[src/rtl/rf_writeback_arbiter_if.sv]
// Signal bundle between the core writeback stage, the ML coprocessor, decode and the register file write port.
// The arbiter connects through the slave modport; the surrounding pipeline drives the master side.
interface rf_writeback_arbiter_if;
  logic        wb_valid;
  logic [4:0]  wb_rd;
  logic [31:0] wb_data;
  logic        core_stall;
  logic        cop_valid;
  logic        cop_ready;
  logic [4:0]  cop_rd;
  logic [31:0] cop_data;
  logic [31:0] cop_pending_mask;
  logic        w_enable;
  logic [4:0]  rd_addr;
  logic [31:0] rd_data;
  logic [4:0]  rs1_addr;
  logic [4:0]  rs2_addr;
  logic        fwd_rs1_hit;
  logic        fwd_rs2_hit;

  modport slave (
    input  wb_valid, wb_rd, wb_data,
    input  cop_valid, cop_rd, cop_data,
    input  rs1_addr, rs2_addr,
    output core_stall, cop_ready, cop_pending_mask,
    output w_enable, rd_addr, rd_data,
    output fwd_rs1_hit, fwd_rs2_hit
  );

  modport master (
    output wb_valid, wb_rd, wb_data,
    output cop_valid, cop_rd, cop_data,
    output rs1_addr, rs2_addr,
    input  core_stall, cop_ready, cop_pending_mask,
    input  w_enable, rd_addr, rd_data,
    input  fwd_rs1_hit, fwd_rs2_hit
  );
endinterface

[src/rtl/rf_writeback_arbiter.sv]
// Merges core writebacks and buffered coprocessor results onto the single register-file write port.
// Optional feature macro RF_WB_FWD_EN enables the rd_data forwarding hits; otherwise they are tied low.
module rf_writeback_arbiter #(
  parameter int DEPTH      = 4,
  parameter int STARVE_MAX = 8
) (
  input  logic                 clk,
  input  logic                 rst_n,
  rf_writeback_arbiter_if.slave bus
);

  localparam int         AW         = (DEPTH > 1) ? $clog2(DEPTH) : 1;
  localparam logic [7:0] STARVE_LIM = 8'(STARVE_MAX);

  typedef enum logic [1:0] {
    SLOT_IDLE,
    SLOT_CORE,
    SLOT_DRAIN,
    SLOT_STALL
  } slot_e;

  logic [4:0]       memRd_q   [DEPTH];
  logic [31:0]      memData_q [DEPTH];
  logic [DEPTH-1:0] vld_q, vld_d;
  logic [AW-1:0]    rdPtr_q, rdPtr_d;
  logic [AW-1:0]    wrPtr_q, wrPtr_d;
  logic [7:0]       starve_q, starve_d;

  logic             wEn_q, wEn_d;
  logic [4:0]       rdAddr_q, rdAddr_d;
  logic [31:0]      rdData_q, rdData_d;
  logic             outCop_q, outCop_d;

  slot_e            slot;
  logic             fifoEmpty;
  logic             fifoFull;
  logic             push;
  logic             pop;
  logic [31:0]      pendMask;

  // Occupancy comes straight from the per-entry valid bits, so full/empty need no counter.
  always_comb begin
    fifoEmpty = ~|vld_q;
    fifoFull  = &vld_q;
    push      = bus.cop_valid && !fifoFull && (bus.cop_rd != 5'd0);
    slot      = SLOT_IDLE;
    if ((starve_q == STARVE_LIM) && !fifoEmpty) begin
      slot = SLOT_STALL;
    end else if (bus.wb_valid && (bus.wb_rd != 5'd0)) begin
      slot = SLOT_CORE;
    end else if (!fifoEmpty) begin
      slot = SLOT_DRAIN;
    end
    pop = (slot == SLOT_STALL) || (slot == SLOT_DRAIN);
  end

  always_comb begin
    wEn_d    = 1'b0;
    rdAddr_d = rdAddr_q;
    rdData_d = rdData_q;
    outCop_d = 1'b0;
    unique case (slot)
      SLOT_CORE: begin
        wEn_d    = 1'b1;
        rdAddr_d = bus.wb_rd;
        rdData_d = bus.wb_data;
      end
      SLOT_DRAIN, SLOT_STALL: begin
        wEn_d    = 1'b1;
        rdAddr_d = memRd_q[rdPtr_q];
        rdData_d = memData_q[rdPtr_q];
        outCop_d = 1'b1;
      end
      default: begin
      end
    endcase
  end

  // Push and pop never target the same slot: that would need a full FIFO, which refuses pushes.
  always_comb begin
    vld_d   = vld_q;
    rdPtr_d = rdPtr_q;
    wrPtr_d = wrPtr_q;
    if (pop) begin
      vld_d[rdPtr_q] = 1'b0;
      rdPtr_d        = rdPtr_q + 1'b1;
    end
    if (push) begin
      vld_d[wrPtr_q] = 1'b1;
      wrPtr_d        = wrPtr_q + 1'b1;
    end
  end

  always_comb begin
    starve_d = starve_q;
    if (pop || fifoEmpty) begin
      starve_d = 8'd0;
    end else if ((slot == SLOT_CORE) && (starve_q != STARVE_LIM)) begin
      starve_d = starve_q + 8'd1;
    end
  end

  always_ff @(posedge clk or negedge rst_n) begin
    if (!rst_n) begin
      vld_q    <= '0;
      rdPtr_q  <= '0;
      wrPtr_q  <= '0;
      starve_q <= '0;
      wEn_q    <= 1'b0;
      rdAddr_q <= '0;
      rdData_q <= '0;
      outCop_q <= 1'b0;
      for (int i = 0; i < DEPTH; i++) begin
        memRd_q[i]   <= '0;
        memData_q[i] <= '0;
      end
    end else begin
      vld_q    <= vld_d;
      rdPtr_q  <= rdPtr_d;
      wrPtr_q  <= wrPtr_d;
      starve_q <= starve_d;
      wEn_q    <= wEn_d;
      rdAddr_q <= rdAddr_d;
      rdData_q <= rdData_d;
      outCop_q <= outCop_d;
      if (push) begin
        memRd_q[wrPtr_q]   <= bus.cop_rd;
        memData_q[wrPtr_q] <= bus.cop_data;
      end
    end
  end

  // A coprocessor write stays pending until it actually leaves the output register.
  always_comb begin
    pendMask = '0;
    for (int i = 0; i < DEPTH; i++) begin
      if (vld_q[i]) begin
        pendMask[memRd_q[i]] = 1'b1;
      end
    end
    if (wEn_q && outCop_q) begin
      pendMask[rdAddr_q] = 1'b1;
    end
    pendMask[0] = 1'b0;
  end

  assign bus.cop_ready        = !fifoFull;
  assign bus.core_stall       = (slot == SLOT_STALL);
  assign bus.cop_pending_mask = pendMask;
  assign bus.w_enable         = wEn_q;
  assign bus.rd_addr          = rdAddr_q;
  assign bus.rd_data          = rdData_q;

`ifdef RF_WB_FWD_EN
  assign bus.fwd_rs1_hit = wEn_q && (rdAddr_q != 5'd0) && (bus.rs1_addr == rdAddr_q);
  assign bus.fwd_rs2_hit = wEn_q && (rdAddr_q != 5'd0) && (bus.rs2_addr == rdAddr_q);
`else
  logic unusedRsAddr;
  assign unusedRsAddr    = ^{bus.rs1_addr, bus.rs2_addr};
  assign bus.fwd_rs1_hit = 1'b0;
  assign bus.fwd_rs2_hit = 1'b0;
`endif

endmodule

[src/flat_wrapper.sv]
// flat-port wrapper written by rule: the top's interface ports become plain ports
module rf_writeback_arbiter_flat 
#(
  parameter int DEPTH      = 4,
  parameter int STARVE_MAX = 8
)
  (clk, rst_n, bus_wb_valid, bus_wb_rd, bus_wb_data, bus_cop_valid, bus_cop_rd, bus_cop_data, bus_rs1_addr, bus_rs2_addr, bus_core_stall, bus_cop_ready, bus_cop_pending_mask, bus_w_enable, bus_rd_addr, bus_rd_data, bus_fwd_rs1_hit, bus_fwd_rs2_hit);
  rf_writeback_arbiter_if bus_i ();
  input  logic clk;
  input  logic rst_n;
  input wire logic [$bits(bus_i.wb_valid)-1:0] bus_wb_valid;
  input wire logic [$bits(bus_i.wb_rd)-1:0] bus_wb_rd;
  input wire logic [$bits(bus_i.wb_data)-1:0] bus_wb_data;
  input wire logic [$bits(bus_i.cop_valid)-1:0] bus_cop_valid;
  input wire logic [$bits(bus_i.cop_rd)-1:0] bus_cop_rd;
  input wire logic [$bits(bus_i.cop_data)-1:0] bus_cop_data;
  input wire logic [$bits(bus_i.rs1_addr)-1:0] bus_rs1_addr;
  input wire logic [$bits(bus_i.rs2_addr)-1:0] bus_rs2_addr;
  output wire logic [$bits(bus_i.core_stall)-1:0] bus_core_stall;
  output wire logic [$bits(bus_i.cop_ready)-1:0] bus_cop_ready;
  output wire logic [$bits(bus_i.cop_pending_mask)-1:0] bus_cop_pending_mask;
  output wire logic [$bits(bus_i.w_enable)-1:0] bus_w_enable;
  output wire logic [$bits(bus_i.rd_addr)-1:0] bus_rd_addr;
  output wire logic [$bits(bus_i.rd_data)-1:0] bus_rd_data;
  output wire logic [$bits(bus_i.fwd_rs1_hit)-1:0] bus_fwd_rs1_hit;
  output wire logic [$bits(bus_i.fwd_rs2_hit)-1:0] bus_fwd_rs2_hit;
  assign bus_i.wb_valid = bus_wb_valid;
  assign bus_i.wb_rd = bus_wb_rd;
  assign bus_i.wb_data = bus_wb_data;
  assign bus_i.cop_valid = bus_cop_valid;
  assign bus_i.cop_rd = bus_cop_rd;
  assign bus_i.cop_data = bus_cop_data;
  assign bus_i.rs1_addr = bus_rs1_addr;
  assign bus_i.rs2_addr = bus_rs2_addr;
  assign bus_core_stall = bus_i.core_stall;
  assign bus_cop_ready = bus_i.cop_ready;
  assign bus_cop_pending_mask = bus_i.cop_pending_mask;
  assign bus_w_enable = bus_i.w_enable;
  assign bus_rd_addr = bus_i.rd_addr;
  assign bus_rd_data = bus_i.rd_data;
  assign bus_fwd_rs1_hit = bus_i.fwd_rs1_hit;
  assign bus_fwd_rs2_hit = bus_i.fwd_rs2_hit;
  rf_writeback_arbiter #(.DEPTH(DEPTH), .STARVE_MAX(STARVE_MAX)) u_core (.clk(clk), .rst_n(rst_n), .bus(bus_i));
endmodule
[config.mk]
export PLATFORM = sky130hd
export DESIGN_NAME = rf_writeback_arbiter_flat
export DESIGN_NICKNAME = d
export VERILOG_FILES = /design/src/rtl/rf_writeback_arbiter_if.sv /design/src/rtl/rf_writeback_arbiter.sv /design/src/flat_wrapper.sv
export SDC_FILE = /design/constraint.sdc
export NUM_CORES = 1
export LEC_CHECK = 0
export ABC_CLOCK_PERIOD_IN_PS = 2500
export BUFFER_PORTS_ARGS = -buffer_cell sky130_fd_sc_hd__buf_2
export CAP_MARGIN = 20
export CORE_MARGIN = 3
export CORE_UTILIZATION = 58
export DETAILED_ROUTE_END_ITERATION = 8
export PLACE_DENSITY = 0.81
export SYNTH_ARGS = -nofsm -noshare
export SYNTH_HDL_FRONTEND = slang
export SYNTH_SLANG_ARGS = --single-unit
[constraint.sdc]
create_clock -name clk -period 2.5 [get_ports clk]
set_input_delay 0.5 -clock clk [delete_from_list [all_inputs] [get_ports clk]]
set_output_delay 0.5 -clock clk [all_outputs]
set_load 0.01 [all_outputs]
==> metrics, run 1 <==
outcome complete, no violations; Worst path max stage delay about 0.44 ns; fraction of layout cells with a size suffix above 1 0.500; PortBufs 148; FF-to-FF path depth 8; total grt overflow 0; Critical Path End bus_cop_pending_mask[3]; post-synthesis sequential area ratio 0.471; Max FO, Critical Path 8; remaining antenna violation count 0; CP delay by family, top simple AND/OR/NAND/NOR gates; Mapped Cells 834; Max Root-Sink Buffers 3; commonest cells in the netlist dfrtp_1, mux2_2, mux2_4; first-pass GRT wire length 44400 microns; synthesized area 0.0108 sq mm; total CTS buffers 22; TritonRoute pass-1 iters 5; via count 8075; unrepaired setup endpoints after global routing true; final hold viol count 0; H-tree Lvls 1; initial antenna violation count 3; non-filler cells, final 1239; vias in the first global route 8203; Leakage about 0.0057 uW; CP bufs+invs 2; Synth area leader dfrtp_1; synth unique cells 51; CTS tree built; Post-synth top flop dfrtp_1; worst vdd ir 0.000885 V; beginning of the critical path u_core.vld_q[1]; top-area cell type share of the netlist area 0.471; # nets final 1092; worst skew pair latency about 0.51 ns; DRC violations left 0; Final period util 0.995; global placer's final weighted congestion 0.920; die area 0.0202 sq mm; Power per Cell Area 1390 mW/mm^2; Sink Count 203; starting density of the core 0.596; synth top area cells dfrtp_1, mux2_2, mux2_4; Placed Cells ~1200; HP Class in -> reg; r2r setup slk approximately 0.23 ns; critical path class reg -> out; CP Data Arrival Time between 1.5 and 2 ns; row count 49; fin. max-slew vios 0; pin slew with the least headroom to its limit 0.657 ns; crit path launch type flop; Chip Height about 140 microns; Routed WL 28100 microns; Synth warnings 0; die width 142 microns; fin area around 0.013 sq mm; number of synthesized flops with an enable pin 0; total global-route track usage 0.274; Placement Cell Area 0.0117 sq mm; CTS clk-pin slew, worst paths 0.06 ns; clock skew after layout between 0.02 and 0.025 ns; critical path endpoint category primary output; P&R area growth vs syn 19.5%; Max Cap Violations 0; largest net degree at the start of global routing 63; count leader, synth dfrtp_1; Top Ports 162; DP Wirelength 18300 microns; async set-or-reset flop fraction in the synthesized netlist 1.00; required time worst endpoint about 2 ns; Critical R2R Capture u_core.bus.rd_addr[3]; CP cell instances buf_4 -> nand3_2 -> o22ai_1 -> nor3_1 -> o21ai_0 -> buf_2; CP Depth 6; CP max-delay cell dfrtp_2; area of the core 0.0181 sq mm; mean area per synthesized cell approximately 13 sq um; R2R Path Start u_core.starve_q[0]; DR iter-0 viols 607; Yosys reg bits 203; final setup violation count 0; slew margin rel. 0.562; CTS Root Cell clkbuf_16; min Tclk post-route 2.49 ns; WL per Instance 22.7 microns; Max Freq 402 MHz; DR vias/cell between 6 and 7
==> metrics by stage <==
stage          utilization  setup TNS [ns]  power [uW]  worst slack, ns  hold slack, ns
2_1_floorplan            -               0       11400            0.436           0.204
3_3_place_gp         0.648               0       13400            0.110           0.479
3_5_place_dp         0.648               0       13700           0.0680           0.480
4_1_cts              0.700               0       17500          0.00260           0.249
5_1_grt              0.712         -0.0378       18800          -0.0218           0.255
6_report             0.712               0       17900           0.0127           0.262
==> cells by family (layout without fill, tap and decap cells) <==
family	count (synthesis)	count (layout)	synth area share
compound gates	155	155	0.103
xor+xnor	8	8	0.00650
simple gates	194	194	0.105
mux	186	186	0.253
flops	203	203	0.471
other cells	1	4	0.000348
buf+inv	77	250	0.0495
fa+ha+maj	10	10	0.0116
==> how the worst min path moves through the flow <==
stage / from / to / slack (ns) / cells past startpoint
2_1_floorplan: rst_n / u_core.bus.rd_addr[0] / 0.20 / 0
6_report: bus_cop_data[25] / u_core.memData_q[121] / 0.26 / 2
3_3_place_gp: rst_n / u_core.starve_q[6] / 0.48 / 1
3_5_place_dp: rst_n / u_core.bus.rd_data[17] / 0.48 / 1
5_1_grt: bus_cop_data[4] / u_core.memData_q[4] / 0.26 / 2
4_1_cts: bus_cop_data[30] / u_core.memData_q[94] / 0.25 / 2
==> worst register-to-register path, stage by stage, from the launching register on <==
cell and delay (ns):
dfrtp_1 0.43, inv_1 0.07, ha_1 0.20, nor4b_4 0.13, and3_1 0.22, o21ai_4 0.46
inv_2 0.11, buf_4 0.21, a221o_1 0.33
==> placed cells by master, fill, tap and decap left out, types with 4 or more instances in the layout <==
master     netlist  final
ha_1            10     10
nor2_1          37     37
nor2b_1          5      5
a21oi_1          6      6
clkbuf_16        0     22
o21ai_0         31     28
o221a_2         16     16
and3_1           9      9
clkbuf_8         0      5
mux4_2          37     37
mux2_4          57     57
o22ai_1         45     42
buf_12           9     15
or3_1           21     20
clkbuf_1        26      4
buf_4           13     36
inv_1            8      8
a211oi_1         9      7
nor3b_2          0      5
buf_2           14    147
a221o_1          5      5
xor2_1           5      5
a32oi_1         16     16
bufinv_16        0      4
nand2_1         23     22
nor4_1           8      5
nand3b_1        23     23
dfrtp_2          0     22
mux2_2          92     92
dfrtp_1        203    181
a31oi_1         20     20
nand3_1         32     29
or3b_4           0     10
==> state kept, by name, summed over array words and instances, names as in the netlist <==
| signal | count |
|---|---|
| u_core.memData_q | 128 |
| u_core.bus.rd_data | 32 |
| u_core.memRd_q | 20 |
| u_core.starve_q | 8 |
| u_core.bus.rd_addr | 5 |
| u_core.vld_q | 4 |
| u_core.rdPtr_q | 2 |
| u_core.wrPtr_q | 2 |
| u_core.bus.w_enable | 1 |
| u_core.outCop_q | 1 |
==> report_power, final <==
group | internal (uW) | leakage (uW) | switching, uW
clock network | 2160 | 0.000387 | 1330
registers | 4960 | 0.00239 | 1500
logic | 4400 | 0.00290 | 3500
total | 11500 | 0.00568 | 6330
==> layer usage <==
layer	track usage	wire length (microns)
met5	0	27
met4	0.0985	913
met3	0.0538	2250
met2	0.450	13700
met1	0.370	11200
==> area by class of cell <==
cell class / count / area (sq um)
Antenna cell: 1 / 2.50
Clock buffer: 30 / 621
Clock inverter: 9 / 168
Fill cell: 1116 / 5210
Inverter: 9 / 33.8
Multi-Input combinational cell: 556 / 5300
Sequential cell: 203 / 5110
Tap cell: 229 / 287
Timing Repair Buffer: 202 / 1350
==> repair_timing <==
item,CTS,global route
pin swaps,0,8
setup endpoints to repair,19,28
endpoints found under the hold margin,45,0
hold buffers,1,0
setup buffers,12,13
gates resized for setup,21,32
Power figures use the tool's default switching activity.
==> inputs of run 2 (changes only) <==
Settings changed: ABC_AREA from default to 1.
==> run 2 against run 1 <==
- synthesized area is 1.5% lower
- clock-buffer cell count is 1 higher
- wire length up 5.8%
- hold slack got worse by 0.044 ns
- utilization fell by 1.7 points
- the flow now finishes with violations (setup timing)
- critical endpoint is now bus_cop_pending_mask[11]
- clock power is 11% lower
- highest routed layer is now met4
- worst setup slack worse by 0.026 ns
- final area is 5.0% lower
==> metrics, run 2 <==
outcome finished with violations; failing checks setup timing; PortBufs 148 (unchanged); commonest cells in the netlist nand2_1, dfrtp_1, nand3_1; max reg flops 128 (unchanged); Max Root-Sink Buffers 3 (unchanged); worst skew pair latency 0.51 ns (about the same); crit path launch type flop; FF-to-FF path depth 7 (-1); pin slew with the least headroom to its limit 0.892 ns (+0.235 ns); area share of fa/ha/maj cells after synthesis 0.0118 (+0.000177); Final period util 1.01 (+0.0104); global placer's final weighted congestion 0.987 (+7.3%); critical path class reg -> out; total grt overflow 0 (unchanged); post-synthesis sequential area ratio 0.479 (+0.00717); die area 0.0200 sq mm (-1.4%); synth top area cells dfrtp_1, nand2_1, nand3_1; most frequent cells in the layout nand2_1, dfrtp_1, nand3_1; remaining antenna violation count 0 (unchanged); area of the core 0.0176 sq mm (-2.7%); Synth Area in Simple Gates 0.289 (+0.184); final hold viol count 0 (unchanged); Mapped Cells 1398 (+68%); unrepaired setup endpoints after global routing true; Hold Crit Depth 3 (+1); Post-synth top flop dfrtp_1; top-area cell type share of the netlist area 0.479 (+0.00717); Max Cap Violations 0 (unchanged); Synth warnings 0 (unchanged); Top Ports 162 (unchanged); Synth area leader dfrtp_1; Max Freq 398 MHz (-1.0%); slew margin rel. 0.405 (-0.156); count leader, synth nand2_1; Power per Cell Area 1270 mW/mm^2 (-8.5%); H-tree Lvls 1 (unchanged); synthesized area 0.0106 sq mm (-1.5%); PnR worst setup slack -0.0134 ns (-0.0261 ns); via count 10200 (+27%); fillcell total 1458 (+31%); Routed WL 29700 microns (+5.8%); worst vdd ir 0.000890 V (+0.61%); hold path startpoint bus_wb_data[0]; mux cell area share after synthesis 0 (-0.253); vias in the first global route 9514 (+16%); fraction of layout cells with a size suffix above 1 0.154 (-0.346); row count 48 (-2.0%); Synth Area in XOR/XNOR 0.00578 (-0.000726); final setup violation count 3 (+3); mean area per synthesized cell 7.59 sq um (-41%); Post-CTS Setup Repair Bufs 0 (-12); synth unique cells 31 (-39%); clock skew after layout 0.0179 ns (-0.00440 ns); total global-route track usage 0.293 (+0.0185); first-pass GRT wire length 47900 microns (+8.1%); required time worst endpoint 2.00 ns (about the same); DRC violations left 0 (unchanged); largest net degree at the start of global routing 86 (+37%); CP delay by family, top flip-flops; Leakage 0.00622 uW (+9.5%); async set-or-reset flop fraction in the synthesized netlist 1.00 (unchanged); WL per Instance 16.9 microns (-25%); CP Data Arrival Time 2.01 ns (+0.02 ns); die width 141 microns (-0.72%); CP cell instances inv_1 -> nor3_1 -> a21oi_1 -> o2111ai_1 -> buf_2; area of the multi-input gates 0.00468 sq mm (-12%); TritonRoute pass-1 iters 6 (+1); CP max-delay cell dfrtp_1; WHS 0.218 ns (-0.0437 ns); critical path endpoint category primary output; CTS Root Cell clkbuf_16; Hold Path Sink u_core.bus.rd_data[0]; P&R area growth vs syn 15.2%; Critical R2R Capture u_core.bus.rd_data[17]; starting density of the core 0.603 (+0.00739); non-filler cells, final 1758 (+42%); initial antenna violation count 0 (-3); Reg with most FFs u_core.memData_q; min Tclk post-route 2.51 ns (+0.0261 ns); main combinational cell family by area after synthesis simple AND/OR/NAND/NOR gates; Synth Area in Compound Gates 0.128 (+0.0250); r2r setup slk 0.34 ns (+0.11 ns); CTS tree built; number of synthesized flops with an enable pin 0 (unchanged); Max FO, Critical Path 7 (-1); HP Class in -> reg; fin. max-slew vios 0 (unchanged); # nets final 1616 (+48%); Chip Height 141 microns (-0.72%); FF+latch area 0.00508 sq mm (-0.49%); Worst path max stage delay 0.49 ns (+0.05 ns); Sink Count 203 (unchanged); CTS clk-pin slew, worst paths 0.06 ns (about the same); R2R Path Start u_core.vld_q[2]; CP bufs+invs 2 (unchanged); Yosys reg bits 203 (unchanged); DR vias/cell 5.81 (-11%); DR iter-0 viols 1091 (+80%); most common cell after layout, fill and taps aside nand2_1; Placed Cells 1718 (+46%); total CTS buffers 22 (unchanged); DP Wirelength 19400 microns (+5.8%); antenna cells 0 (-1)
==> run 2: layer usage <==
layer / vias to the layer above / global-route usage / share of wire
met4: 0 / 0.0836 / 0.022
met3: 65 / 0.0640 / 0.10
met2: 538 / 0.447 / 0.45
li1: 4805 / - / -
met1: 4807 / 0.426 / 0.43
met5: - / 0 / 0
==> run 2: repair_timing <==
item / 4_1_cts / 5_1_grt
endpoints found under the hold margin: 59 / 0
pin swaps: 0 / 1
hold buffers: 1 / 0
endpoints found under the setup margin: 4 / 29
gates resized for setup: 1 / 14
==> run 2: kinds of logic after synthesis <==
| kind of cell | Yosys count |
|---|---|
| flops | 203 |
| simple gates | 733 |
| other cells | 1 |
| compound gates | 250 |
| fa+ha+maj | 10 |
| xor+xnor | 7 |
| buf+inv | 194 |
==> run 2: area by class of cell <==
class                           count  share of cell area
Timing Repair Buffer              174              0.0859
Multi-Input combinational cell   1003               0.383
Inverter                          114              0.0350
Clock inverter                      8             0.00491
Sequential cell                   203               0.416
Tap cell                          225              0.0230
Clock buffer                       31              0.0527
==> run 2: worst max-delay path by stage <==
| stage | start | slack [ns] | endpoint | depth (start not counted) |
|---|---|---|---|---|
| after floorplan | u_core.vld_q[3] | 0.77 | bus_cop_pending_mask[22] | 4 |
| after global placement | bus_wb_rd[3] | 0.47 | u_core.bus.rd_data[8] | 10 |
| after detailed placement | bus_wb_rd[3] | 0.45 | u_core.bus.rd_data[27] | 10 |
| after CTS | u_core.vld_q[0] | 0.008 | bus_core_stall | 6 |
| after global routing | u_core.bus.rd_addr[2] | -0.12 | bus_cop_pending_mask[4] | 5 |
| final | u_core.bus.rd_addr[3] | -0.01 | bus_cop_pending_mask[11] | 5 |
==> run 2: tightest hold or removal path: cells and delay by family <==
family          cells  cell delay (ns)
buf+inv             1             0.08
compound gates      1             0.06
simple gates        1             0.06
==> run 2: stage by stage <==
step | setup TNS, ns | cell area, sq um | utilization | total power [uW] | worst slack, ns
after floorplan | 0 | 10600 | - | 10100 | 0.767
after global placement | 0 | 11400 | 0.650 | 12000 | 0.467
after detailed placement | 0 | 11400 | 0.650 | 12200 | 0.446
after CTS | 0 | 12200 | 0.691 | 15400 | 0.00797
after global routing | -0.506 | 12200 | 0.695 | 16700 | -0.123
final | -0.0211 | 12200 | 0.695 | 15500 | -0.0134
==> run 2: power by group <==
| part | internal [uW] | switching [uW] |
|---|---|---|
| Sequential | 4760 | 1110 |
| Combinational | 2200 | 4340 |
| Clock | 1810 | 1310 |
